[src/rtl/inst_fetch_ctrl.sv]
// -----------------------------------------------------------------------------
// inst_fetch_ctrl
// Fetch-stage PC and instruction-request controller for a five-stage MIPS core
// on an sram-like instruction bus. Holds the fetch PC, issues one read at a
// time, buffers the returned word for decode, applies branch/jump redirects
// after the delay slot and exception redirects immediately.
//
// Ports
//   clk, rst            core clock, asynchronous active-high reset
//   stallF              decode not ready; buffered instruction is held
//   redirectD           taken branch/jump pulse from decode
//   redirect_targetD    target for redirectD
//   flush_excep         exception/eret redirect (highest priority)
//   excep_pc            target for flush_excep
//   inst_req/wr/size/addr/wdata      sram-like request side
//   inst_addr_ok/data_ok/rdata       sram-like response side
//   pcF, instF, inst_validF, adelF   fetch result towards decode
//   fetch_busy          stall request to the hazard unit (= !inst_validF)
//
// state | meaning
// ------+----------------------------------------------------------
// BOOT  | reset state, no request
// REQ   | request pcF on the bus (or raise AdEL if misaligned)
// DATA  | address accepted, waiting for read data
// OUT   | instruction buffered and offered to decode
// DROP  | in-flight read is stale; wait for its data and discard it
// -----------------------------------------------------------------------------
module inst_fetch_ctrl #(
    parameter logic [31:0] RESET_PC = 32'hbfc00000
) (
    input  logic        clk,
    input  logic        rst,
    input  logic        stallF,
    input  logic        redirectD,
    input  logic [31:0] redirect_targetD,
    input  logic        flush_excep,
    input  logic [31:0] excep_pc,
    output logic        inst_req,
    output logic        inst_wr,
    output logic [1:0]  inst_size,
    output logic [31:0] inst_addr,
    output logic [31:0] inst_wdata,
    input  logic        inst_addr_ok,
    input  logic        inst_data_ok,
    input  logic [31:0] inst_rdata,
    output logic [31:0] pcF,
    output logic [31:0] instF,
    output logic        inst_validF,
    output logic        adelF,
    output logic        fetch_busy
);

    typedef enum logic [2:0] {
        BOOT = 3'd0,
        REQ  = 3'd1,
        DATA = 3'd2,
        OUT  = 3'd3,
        DROP = 3'd4
    } state_t;

    state_t      r_state;
    logic [31:0] r_pc;
    logic [31:0] r_addr;
    logic [31:0] r_inst;
    logic [31:0] r_pend_target;
    logic        r_pend;
    logic        r_kill;
    logic        r_adel;

    logic        w_misalign;
    logic        w_req;
    logic        w_consume;
    logic        w_hold;
    logic [31:0] w_next_pc;
    logic [31:0] w_pc_nxt;

    assign w_misalign = (r_pc[1:0] != 2'b00);

    // A killed request was raised on an aligned address before the flush, so
    // it stays on the bus regardless of the (possibly misaligned) new pcF.
    assign w_req     = (r_state == REQ) && (r_kill || !w_misalign);
    assign w_consume = (r_state == OUT) && !stallF && !flush_excep;
    assign w_hold    = w_req && !inst_addr_ok;

    always_comb begin
        w_next_pc = r_pc + 32'd4;
        if (r_pend) begin
            w_next_pc = r_pend_target;
        end else if (redirectD) begin
            w_next_pc = redirect_targetD;
        end
    end

    always_comb begin
        w_pc_nxt = r_pc;
        if (flush_excep) begin
            w_pc_nxt = excep_pc;
        end else if (w_consume) begin
            w_pc_nxt = w_next_pc;
        end
    end

    always_ff @(posedge clk or posedge rst) begin
        if (rst) begin
            r_state       <= BOOT;
            r_pc          <= RESET_PC;
            r_addr        <= RESET_PC;
            r_inst        <= 32'd0;
            r_pend_target <= 32'd0;
            r_pend        <= 1'b0;
            r_kill        <= 1'b0;
            r_adel        <= 1'b0;
        end else begin
            r_pc <= w_pc_nxt;
            // The bus address is decoupled from pcF so an outstanding request
            // keeps its address when a flush moves pcF underneath it.
            if (!w_hold) begin
                r_addr <= w_pc_nxt;
            end

            if (flush_excep || w_consume) begin
                r_pend <= 1'b0;
            end else if (redirectD) begin
                r_pend        <= 1'b1;
                r_pend_target <= redirect_targetD;
            end

            if (flush_excep) begin
                r_adel <= 1'b0;
            end

            case (r_state)
                BOOT: begin
                    r_state <= REQ;
                end
                REQ: begin
                    if (w_req) begin
                        if (inst_addr_ok) begin
                            r_state <= (r_kill || flush_excep) ? DROP : DATA;
                        end else if (flush_excep) begin
                            r_kill <= 1'b1;
                        end
                    end else if (!flush_excep) begin
                        r_inst  <= 32'd0;
                        r_adel  <= 1'b1;
                        r_state <= OUT;
                    end
                end
                DATA: begin
                    if (inst_data_ok) begin
                        if (r_kill || flush_excep) begin
                            r_kill  <= 1'b0;
                            r_state <= REQ;
                        end else begin
                            r_inst  <= inst_rdata;
                            r_state <= OUT;
                        end
                    end else if (flush_excep) begin
                        r_state <= DROP;
                    end
                end
                DROP: begin
                    if (inst_data_ok) begin
                        r_kill  <= 1'b0;
                        r_state <= REQ;
                    end
                end
                OUT: begin
                    if (flush_excep) begin
                        r_state <= REQ;
                    end else if (!stallF) begin
                        r_adel  <= 1'b0;
                        r_state <= REQ;
                    end
                end
                default: begin
                    r_state <= BOOT;
                end
            endcase
        end
    end

    assign inst_req    = w_req;
    assign inst_wr     = 1'b0;
    assign inst_size   = 2'b10;
    assign inst_addr   = r_addr;
    assign inst_wdata  = 32'd0;
    assign pcF         = r_pc;
    assign instF       = r_inst;
    assign inst_validF = (r_state == OUT);
    assign adelF       = r_adel;
    assign fetch_busy  = (r_state != OUT);

endmodule

[config.mk]
export PLATFORM = sky130hd
export DESIGN_NAME = inst_fetch_ctrl
export DESIGN_NICKNAME = d
export VERILOG_FILES = /design/src/rtl/inst_fetch_ctrl.sv
export SDC_FILE = /design/constraint.sdc
export NUM_CORES = 1
export LEC_CHECK = 0
export CAP_MARGIN = 20
export CELL_PAD_IN_SITES_DETAIL_PLACEMENT = 1
export CELL_PAD_IN_SITES_GLOBAL_PLACEMENT = 1
export CORE_MARGIN = 5
export CORE_UTILIZATION = 39
export CTS_BUF_LIST = sky130_fd_sc_hd__clkbuf_4
export CTS_CLUSTER_DIAMETER = 80
export DETAILED_ROUTE_END_ITERATION = 16
export GPL_TIMING_DRIVEN = 0
export PLACE_DENSITY = 0.89
export SKIP_LAST_GASP = 1
export SYNTH_ARGS = -nofsm -noshare
export SYNTH_HDL_FRONTEND = slang
export SYNTH_SLANG_ARGS = --single-unit
[constraint.sdc]
create_clock -name clk -period 7.48 [get_ports clk]
set_clock_uncertainty 0.1 [all_clocks]
set_input_delay 0.748 -clock clk [delete_from_list [all_inputs] [get_ports clk]]
set_output_delay 0.748 -clock clk [all_outputs]
set_load 0.01 [all_outputs]
Word-level counts from Yosys, hierarchy flattened:

Cells that the tools add are included.

* logic and storage cells: 83
* register bits after elaboration: 134

* add/subtract/negate cells: 1
* multiplexer cells: 35
* eq/ne operators: 18
* bitwise gates (word level): 1
* reduce and logical (&&, ||, !) cells: 20

Operators by type and width (count)
* 2-to-1 mux 32 bit: 8
* one-hot mux 32 bit (2 select lines): 1
* adder 32 x 3 -> 32 bit (second input constant): 1
* 2-to-1 mux 3 bit: 9
* != test 2 bit (second input constant): 9
* one-hot mux 3 bit (5 select lines): 1
* 2-to-1 mux 1 bit: 13
* != test 3 bit (second input constant): 4
* AND reduction 5 bit: 2
* AND reduction 7 bit: 1
* equality test 3 x 2 -> 1 bit (second input constant): 2
* nonzero test 2 bit: 3
* logical AND 1 bit: 4
* zero test 1 bit: 4
* equality test 3 x 1 -> 1 bit (second input constant): 1
* equality test 3 bit (second input constant): 1
* zero test 3 bit: 1
* logical OR 1 bit: 3
* != test 3 x 2 -> 1 bit (second input constant): 1
* one-hot mux 1 bit (3 select lines): 1
* nonzero test 3 bit: 1
* 2-to-1 mux 2 bit: 1
* one-hot mux 1 bit (2 select lines): 1
* AND reduction 2 bit: 1
* inverter 1 bit: 1

Depth between registers and ports, before layout:

Gate-level depths: netlist (run 1).

* depth in word-level cells: 6
* mapped depth: 8
* mapped depth without buffers: 6

Worst setup path before layout (run 1):

Ideal clock, no wire load.

* path kind: register to register
* start point: register r_pc[2] (netlist: pcF[2])
* end point: register r_addr[14] (netlist: inst_addr[14])
* required time: 7.255 ns
* arrival time: 2.157 ns
* stages on the path, launching flop included: 7
* buffers on the path: 0
* clock period less this slack: 2.382 ns
* setup time: 0.125 ns
* setup slack: 5.098 ns
* path through: dfrtp_1 -> ha_1 -> nand4_4 -> nor4_1 -> mux2_2 -> a221o_1 -> mux2_2

* word-level cells in the longest chain between the ends: 5

RTL lines
* from (decl): line 62 `logic [31:0] r_pc;`
* from (signal assigned): line 114 `r_pc <= w_pc_nxt;`
* adder 32 x 3 -> 32 bit: line 86 `w_next_pc = r_pc + 32'd4;`
* 2-to-1 mux 32 bit: line 89 `end else if (redirectD) begin`
* 2-to-1 mux 32 bit: line 87 `if (r_pend) begin`
* 2-to-1 mux 32 bit: line 98 `end else if (w_consume) begin`
* 2-to-1 mux 32 bit: line 96 `if (flush_excep) begin`
* via w_pc_nxt[14]: line 75 `logic [31:0] w_pc_nxt;`
* to (signal assigned): line 118 `r_addr <= w_pc_nxt;`
* to (decl): line 63 `logic [31:0] r_addr;`

The timed path passes the listed nets, and every way through them passes these cells.
A chain may end at the register's enable or synchronous reset.

Final worst setup path (run 1):

* start point: register r_state[2]
* end point: output port inst_req

* word-level cells in the longest chain between the ends: 2

RTL lines
* from (decl): line 61 `state_t r_state;`
* from (signal assigned): line 139 `r_state <= (r_kill || flush_excep) ? DROP : DATA;`
* equality test 3 x 1 -> 1 bit: line 81 `assign w_req = (r_state == REQ) && (r_kill || !w_misalign);`
* logical AND 1 bit: line 81
* to (decl): line 38 `output logic inst_req,`

No other way between the ends.

==> results.sh, run 1 <==
export IMPL_drc=0
export IMPL_status="finished, final reports clean"
export IMPL_rrSetupSlack_ps=4660
export IMPL_num_io_pins=238
export IMPL_coreArea_um2=19330
export IMPL_vias=7551
export IMPL_crit_type="reg2out"
export IMPL_root_buffer="clkbuf_4"
export IMPL_synthMuxAreaShare_pct=8.400
export IMPL_path_clk_slew_ps=120
export IMPL_synthAdderAreaFrac_pct=0.1641
export IMPL_drt_iter0_drc=502
export IMPL_synth_area_um2=7626
export IMPL_async_reset_ff_share_pct=100.0
export IMPL_fp_dieW_um=149.8
export IMPL_cpPeakStageDelay_ps=560
export IMPL_place_hpwl_um=21820
export IMPL_wirelength_um=29150
export IMPL_num_rows=51
export IMPL_finalCriticalPeriod_ps=3116
export IMPL_wl_per_cell_um=21.75
export IMPL_drive_gt1_share_pct=17.50
export IMPL_holdWs_ps=395.5
export IMPL_finalMaxSlewViolations=0
export IMPL_synth_compound_area_share_pct=17.54
export IMPL_final_antenna_net_count=0
export IMPL_hold_viol=0
export IMPL_cts_hold_buf=0
export IMPL_max_freq_mhz=320.9
export IMPL_cp_arrival_ps=2270
export IMPL_netlist_instances=808
export IMPL_placedInstanceArea_um2=10120
export IMPL_cts_tree="yes"
export IMPL_regToRegEndpoint="inst_addr[14]"
export IMPL_die_area_um2=22450
export IMPL_start_util_pct=39.44
export IMPL_synth_cell_type_count=77
export IMPL_powerDensity_nw_per_um2=296.1
export IMPL_grt_pass1_wl_um=45000
export IMPL_cp_top_family="buffers and inverters"
export IMPL_startpoint_type="register"
export IMPL_rsz0062_at_grt="no"
export IMPL_die_y_um=149.8
export IMPL_cts_setup_buffers=0
export IMPL_r2r_start="pcF[2]"
export IMPL_grt_usage_pct=26.08
export IMPL_synth_warnings=0
export IMPL_hold_path_cell_count=2
export IMPL_antenna_found_initial=1
export IMPL_vias_per_cell=5.635
export IMPL_maxCapViolCount=0
export IMPL_cp_max_fo=10
export IMPL_place_congestion=0.9008
export IMPL_worstPathCellList="buf_2 > or3b_4 > nor2_1 > clkdlybuf4s50_1"
export IMPL_worst_path_max_delay_cell="clkdlybuf4s50_1"
export IMPL_stdcell_area_um2=10440
export IMPL_pre_cts_slack_ps=3885
export IMPL_synth_edf_count=0
export IMPL_setup_tns_ps=0
export IMPL_tightestPinTransition_ps=860.8
export IMPL_overflow=0
export IMPL_drt_first_pass_iters=5
export IMPL_holdPathEnd="inst_addr[28]"
export IMPL_path_buf_inv=2
export IMPL_clock_path_buffers=2
export IMPL_ys_ff_latch=134
export IMPL_setup_violations=0
export IMPL_fin_crit_sh_pct=41.66
export IMPL_ir_worst_vdd_mv=0.1603
export IMPL_cts_sinks=134
export IMPL_final_setup_worst_slack_ps=4364
export IMPL_required_ps=6630
export IMPL_seq_area_frac_synth_pct=44.27
export IMPL_worstSetupEndpointType="primary output"
export IMPL_port_buffers=200
export IMPL_slew_headroom_pct=41.13
export IMPL_hold_start="inst_addr[28]"
export IMPL_synth_top_family_by_area="simple AND/OR/NAND/NOR gates"
export IMPL_finish_net_count=1165
export IMPL_numCtsBuffers=17
export IMPL_synth_xor_area_share_pct=1.378
export IMPL_grt_pass1_vias=8084
export IMPL_r2r_cells=6
export IMPL_cts_repair_resized=0
export IMPL_syn_to_final_growth_pct=36.93
export IMPL_hold_class="reg2reg"
export IMPL_syn_area_per_cell_um2=9.438
export IMPL_p_leak_nw=4.274
export IMPL_grt_max_degree=91
export IMPL_clk_latency_ps=570
export IMPL_synthSimpleGateAreaFrac_pct=18.79
export IMPL_htree_levels=4
export IMPL_ys_flop_type="dfrtp_1"
==> cell families (layout without fill, tap and decap cells) <==
kind of cell,after synthesis,after routing
AND/OR/NAND/NOR,263,263
AO/OA/AOI/OAI,207,207
flip-flops,134,134
buffers and inverters,131,364
multiplexers,58,58
XOR/XNOR,12,12
other,2,36
adder cells (fa/ha/maj),1,1
==> per-stage QoR <==
step	util [%]	power, mW	std cells
global placement	52.15	2.475	1306
CTS	54.00	3.099	1339
finish	54.01	3.092	1340
global route	54.01	3.278	1340
floorplan	-	1.818	841
detailed placement	52.32	2.530	1307
==> Yosys cell counts, types with 5 or more instances <==
cell type	n	share of area, %
buf_2	17	1.1
or3b_2	5	0.57
a21boi_0	6	0.59
nor4_1	9	0.74
nor3_1	13	0.85
clkbuf_1	27	1.3
nor2_1	50	2.5
a21oi_1	46	3.0
nand3_1	53	3.5
a31oi_1	17	1.4
mux2i_1	13	1.7
and2_1	11	0.90
inv_1	40	2.0
o31ai_1	6	0.59
o21ai_0	61	4.0
dfrtp_1	116	38
o211ai_1	6	0.59
nand2_1	50	2.5
or2_2	5	0.41
o311ai_0	9	1.0
a211oi_1	11	1.1
xor2_1	10	1.1
a21o_1	6	0.59
nand2b_1	18	1.5
mux2_2	44	6.5
buf_4	35	3.4
nand4_1	13	1.1
dfstp_2	18	6.2
and3_1	6	0.49
==> final cells by class <==
cell class | count | area, um2
fillers | 2235 | 8892
multi-input cells | 576 | 3660
flip-flops and latches | 134 | 3376
repair buffers | 201 | 2029
plain buffers | 89 | 556.8
well taps | 265 | 331.6
clock inverters | 13 | 181.4
inverters | 42 | 162.7
clock buffers | 19 | 142.6
diodes | 1 | 2.502
==> layer usage <==
layer / vias to the layer above / global-route usage (%) / part of all wire (%)
li1: 3343 / - / -
met1: 3744 / 31.46 / 38
met2: 395 / 43.50 / 48
met3: 69 / 9.085 / 11
met4: 0 / 8.875 / 2.9
met5: - / 0 / 0
==> how the worst max path moves through the flow <==
stage                     startpoint            end  slack [ps]  cells past startpoint
after CTS                 r_state[2]       inst_req        4320                      4
final                     r_state[2]       inst_req        4360                      4
after global routing      r_state[2]       inst_req        4280                      4
after global placement           rst        pcF[21]         870                      2
after floorplan                  rst          adelF        3080                      1
after detailed placement      stallF  inst_addr[17]        3880                      7
==> tightest hold or removal path: cells and delay by family (launching register included) <==
kind	cells	cell delay (ps)
AOI/OAI and AO/OA	1	60
DFF	1	390
and+or+nand+nor	1	50
==> sequential cells by signal, summed over array words and instances, names as in the netlist <==
name / cells
r_kill: 1
inst_addr: 32
r_state: 3
instF: 32
r_pend: 1
adelF: 1
r_pend_target: 32
pcF: 32
==> placed cells by master (no fill, tap or decap), drive strengths merged, types with 5 or more instances in the layout <==
cell type	n
a21o	6
a21oi	46
clkinv	7
nor3	14
dfstp	18
or2	5
and3	7
o31ai	6
conb	35
clkdlybuf4s50	200
nand4	17
buf	59
mux2	45
xor2	10
mux2i	13
o211ai	6
a21boi	6
nand2b	18
a211oi	11
inv	40
nand2	50
nor4	10
or3b	6
o311ai	9
and4	5
nor2	50
dfrtp	116
and2	12
clkbuf	50
o21ai	63
a31oi	17
nand3	53
==> power by group <==
group	switching (mW)	internal, mW	total (mW)	leakage [nW]
registers	0.203	0.976	1.18	1.62
logic	0.683	0.665	1.35	2.49
clock network	0.295	0.270	0.565	0.162
No activity file was read; power rests on OpenSTA's default activity.
==> run 2: changes to the inputs <==
--- a/config.mk
+++ b/config.mk
@@ -9,12 +9,12 @@
 export CELL_PAD_IN_SITES_DETAIL_PLACEMENT = 1
 export CELL_PAD_IN_SITES_GLOBAL_PLACEMENT = 1
 export CORE_MARGIN = 5
-export CORE_UTILIZATION = 39
+export CORE_UTILIZATION = 36
 export CTS_BUF_LIST = sky130_fd_sc_hd__clkbuf_4
 export CTS_CLUSTER_DIAMETER = 80
 export DETAILED_ROUTE_END_ITERATION = 16
 export GPL_TIMING_DRIVEN = 0
-export PLACE_DENSITY = 0.89
+export PLACE_DENSITY = 0.83
 export SKIP_LAST_GASP = 1
 export SYNTH_ARGS = -nofsm -noshare
 export SYNTH_HDL_FRONTEND = slang
==> constraint.sdc (replaced) <==
create_clock -name clk -period 3.3 [get_ports clk]
set_clock_uncertainty 0.1 [all_clocks]
set_input_delay 0.33 -clock clk [delete_from_list [all_inputs] [get_ports clk]]
set_output_delay 0.33 -clock clk [all_outputs]
set_load 0.01 [all_outputs]
==> run 2 against run 1 <==
Effect of this change:
- design area up 0.89%
- sequential power up 130%
- core utilization down 3.7 points
- largest cell class unchanged
- register-to-register slack worse by 4200 ps
- count of clock-buffer cells in the layout down 2
- power up 130%
- die area up 7.8%
- sequential share of layout area down 0.28 points
- worst hold slack worse by 270 ps
- non-clock buffer count up 4
- combinational power up 130%
==> results.sh, run 2 (synthesis gave the netlist of run 1 again) <==
export IMPL_placedInstanceArea_um2=10190
export IMPL_antenna_found_initial=3
export IMPL_finish_net_count=1169
export IMPL_maxCapViolCount=0
export IMPL_grtUsageMet1_pct=28.93
export IMPL_grt_max_degree=41
export IMPL_htree_levels=4
export IMPL_overflow=0
export IMPL_drc=0
export IMPL_start_util_pct=36.39
export IMPL_place_hpwl_um=22040
export IMPL_rsz0062_at_grt="no"
export IMPL_grt_pass1_vias=7943
export IMPL_sw_frac_of_total_pct=37.73
export IMPL_cp_arrival_ps=3140
export IMPL_hold_viol=0
export IMPL_die_y_um=155.5
export IMPL_clk_latency_ps=550
export IMPL_busiest_layer="met2"
export IMPL_rrSetupSlack_ps=500
export IMPL_coreArea_um2=20960
export IMPL_setup_violations=0
export IMPL_grt_usage_pct=23.85
export IMPL_fin_cells=1354
export IMPL_p_leak_nw=4.312
export IMPL_place_congestion=0.9050
export IMPL_final_common_cell="clkdlybuf4s50_1"
export IMPL_port_buffers=200
export IMPL_hold_class="in2reg"
export IMPL_grt_pass1_wl_um=44950
export IMPL_num_rows=53
export IMPL_cts_sinks=134
export IMPL_slew_headroom_pct=31.37
export IMPL_utilization_pct=50.27
export IMPL_combPwrFrac_pct=43.1
export IMPL_root_buffer="clkbuf_4"
export IMPL_syn_to_final_growth_pct=38.15
export IMPL_use_met2_pct=38.97
export IMPL_wl_per_cell_um=21.50
export IMPL_startpoint_type="register"
export IMPL_intPower_mw=4.397
export IMPL_drt_first_pass_iters=5
export IMPL_num_fill_cells=2439
export IMPL_power_switching_mw=2.665
export IMPL_stdcell_area_um2=10540
export IMPL_numCtsBuffers=17
export IMPL_power_frac_seq_pct=37.9
export IMPL_setup_tns_ps=0
export IMPL_met3_usage_pct=8.849
export IMPL_fp_dieW_um=155.5
export IMPL_vias=7422
export IMPL_dpl_cell_count=1320
export IMPL_drt_iter0_drc=468
export IMPL_cp_max_fo=9
export IMPL_final_antenna_net_count=0
export IMPL_worstSetupEndpointType="register"
export IMPL_powerDensity_nw_per_um2=670.2
export IMPL_die_area_um2=24190
export IMPL_required_ps=3630
export IMPL_final_cell_mix="clkdlybuf4s50_1, dfrtp_1, o21ai_0, nand3_1"
export IMPL_power_mw=7.061
export IMPL_num_io_pins=238
export IMPL_clock_path_buffers=2
export IMPL_status="finished, final reports clean"
export IMPL_tightestPinTransition_ps=1022
export IMPL_finalCriticalPeriod_ps=2804
export IMPL_wirelength_um=29120
export IMPL_finalMaxSlewViolations=0
export IMPL_vias_per_cell=5.482
export IMPL_fin_crit_sh_pct=84.95
export IMPL_max_freq_mhz=356.7
export IMPL_crit_type="reg2reg"
export IMPL_drive_gt1_share_pct=17.44
export IMPL_cts_tree="yes"
export IMPL_path_clk_slew_ps=120
export IMPL_ir_worst_vdd_mv=0.4235
export IMPL_p_clk_share_pct=19.0
export IMPL_cts_repair_resized=0
[run 2: changes by cell type in the layout (fill, tap and decap cells not counted), moves of 2 or more]
| cell | change |
|---|---|
| buf_12 | +3 |
| clkbuf_4 | -2 |
| clkinv_1 | +3 |
| clkinv_4 | -2 |
[run 2: path summary, 6_finish.rpt]
check	from	to	depth (start not counted)
max in group asynchronous	rst	inst_addr[22]	6
min in group asynchronous	rst	pcF[12]	3
setup reg to reg	pcF[2]	inst_addr[14]	6
hold / removal	flush_excep	pcF[18]	3
hold reg to reg	adelF	adelF	1
setup / recovery	pcF[2]	inst_addr[14]	6
[run 2: cell type report]
| type | instances | area (um2) | area share [%] |
|---|---|---|---|
| multi-input cells | 576 | 3660 | 34.74 |
| flip-flops and latches | 134 | 3376 | 32.04 |
| repair buffers | 205 | 2100 | 19.93 |
| plain buffers | 89 | 556.8 | 5.285 |
| well taps | 275 | 344.1 | 3.266 |
| clock inverters | 15 | 207.7 | 1.971 |
| inverters | 42 | 161.4 | 1.532 |
| clock buffers | 17 | 127.6 | 1.211 |
| diodes | 1 | 2.502 | 0.02375 |
[run 2: power by group through the flow]
stage          Sequential, mW  Combinational, mW  Clock, mW
2_1_floorplan            2.77               1.36          0
3_3_place_gp             2.66               2.97          0
3_5_place_dp             2.69               3.04          0
4_1_cts                  2.67               3.07       1.36
5_1_grt                  2.75               3.31       1.44
6_report                 2.68               3.05       1.34
[run 2: through the flow]
stage	hold slack, ps	setup WS, ps
CTS	86.10	551.4
finish	126.8	496.5
detailed placement	387.1	194.0
global placement	363.7	-175.6
floorplan	326.7	918.3
global route	83.78	369.4
[run 2: layer usage]
metal / up-vias / part of all wire [%]
met5: - / 0.086
met4: 4 / 2.9
met3: 63 / 10
met2: 345 / 47
met1: 3649 / 40
li1: 3361 / -
[run 2: critical path, stage by stage, from the launching register on]
cell and delay (ps):
dfrtp_1 640, ha_1 370, nand4_4 230, nor4_1 340
mux2_2 370, a221o_1 380, mux2_2 280
[run 2: timing repair]
action,in CTS,in global routing
hold buffers,1,0
buffers inserted,0,0
endpoints found under the hold margin,7,0
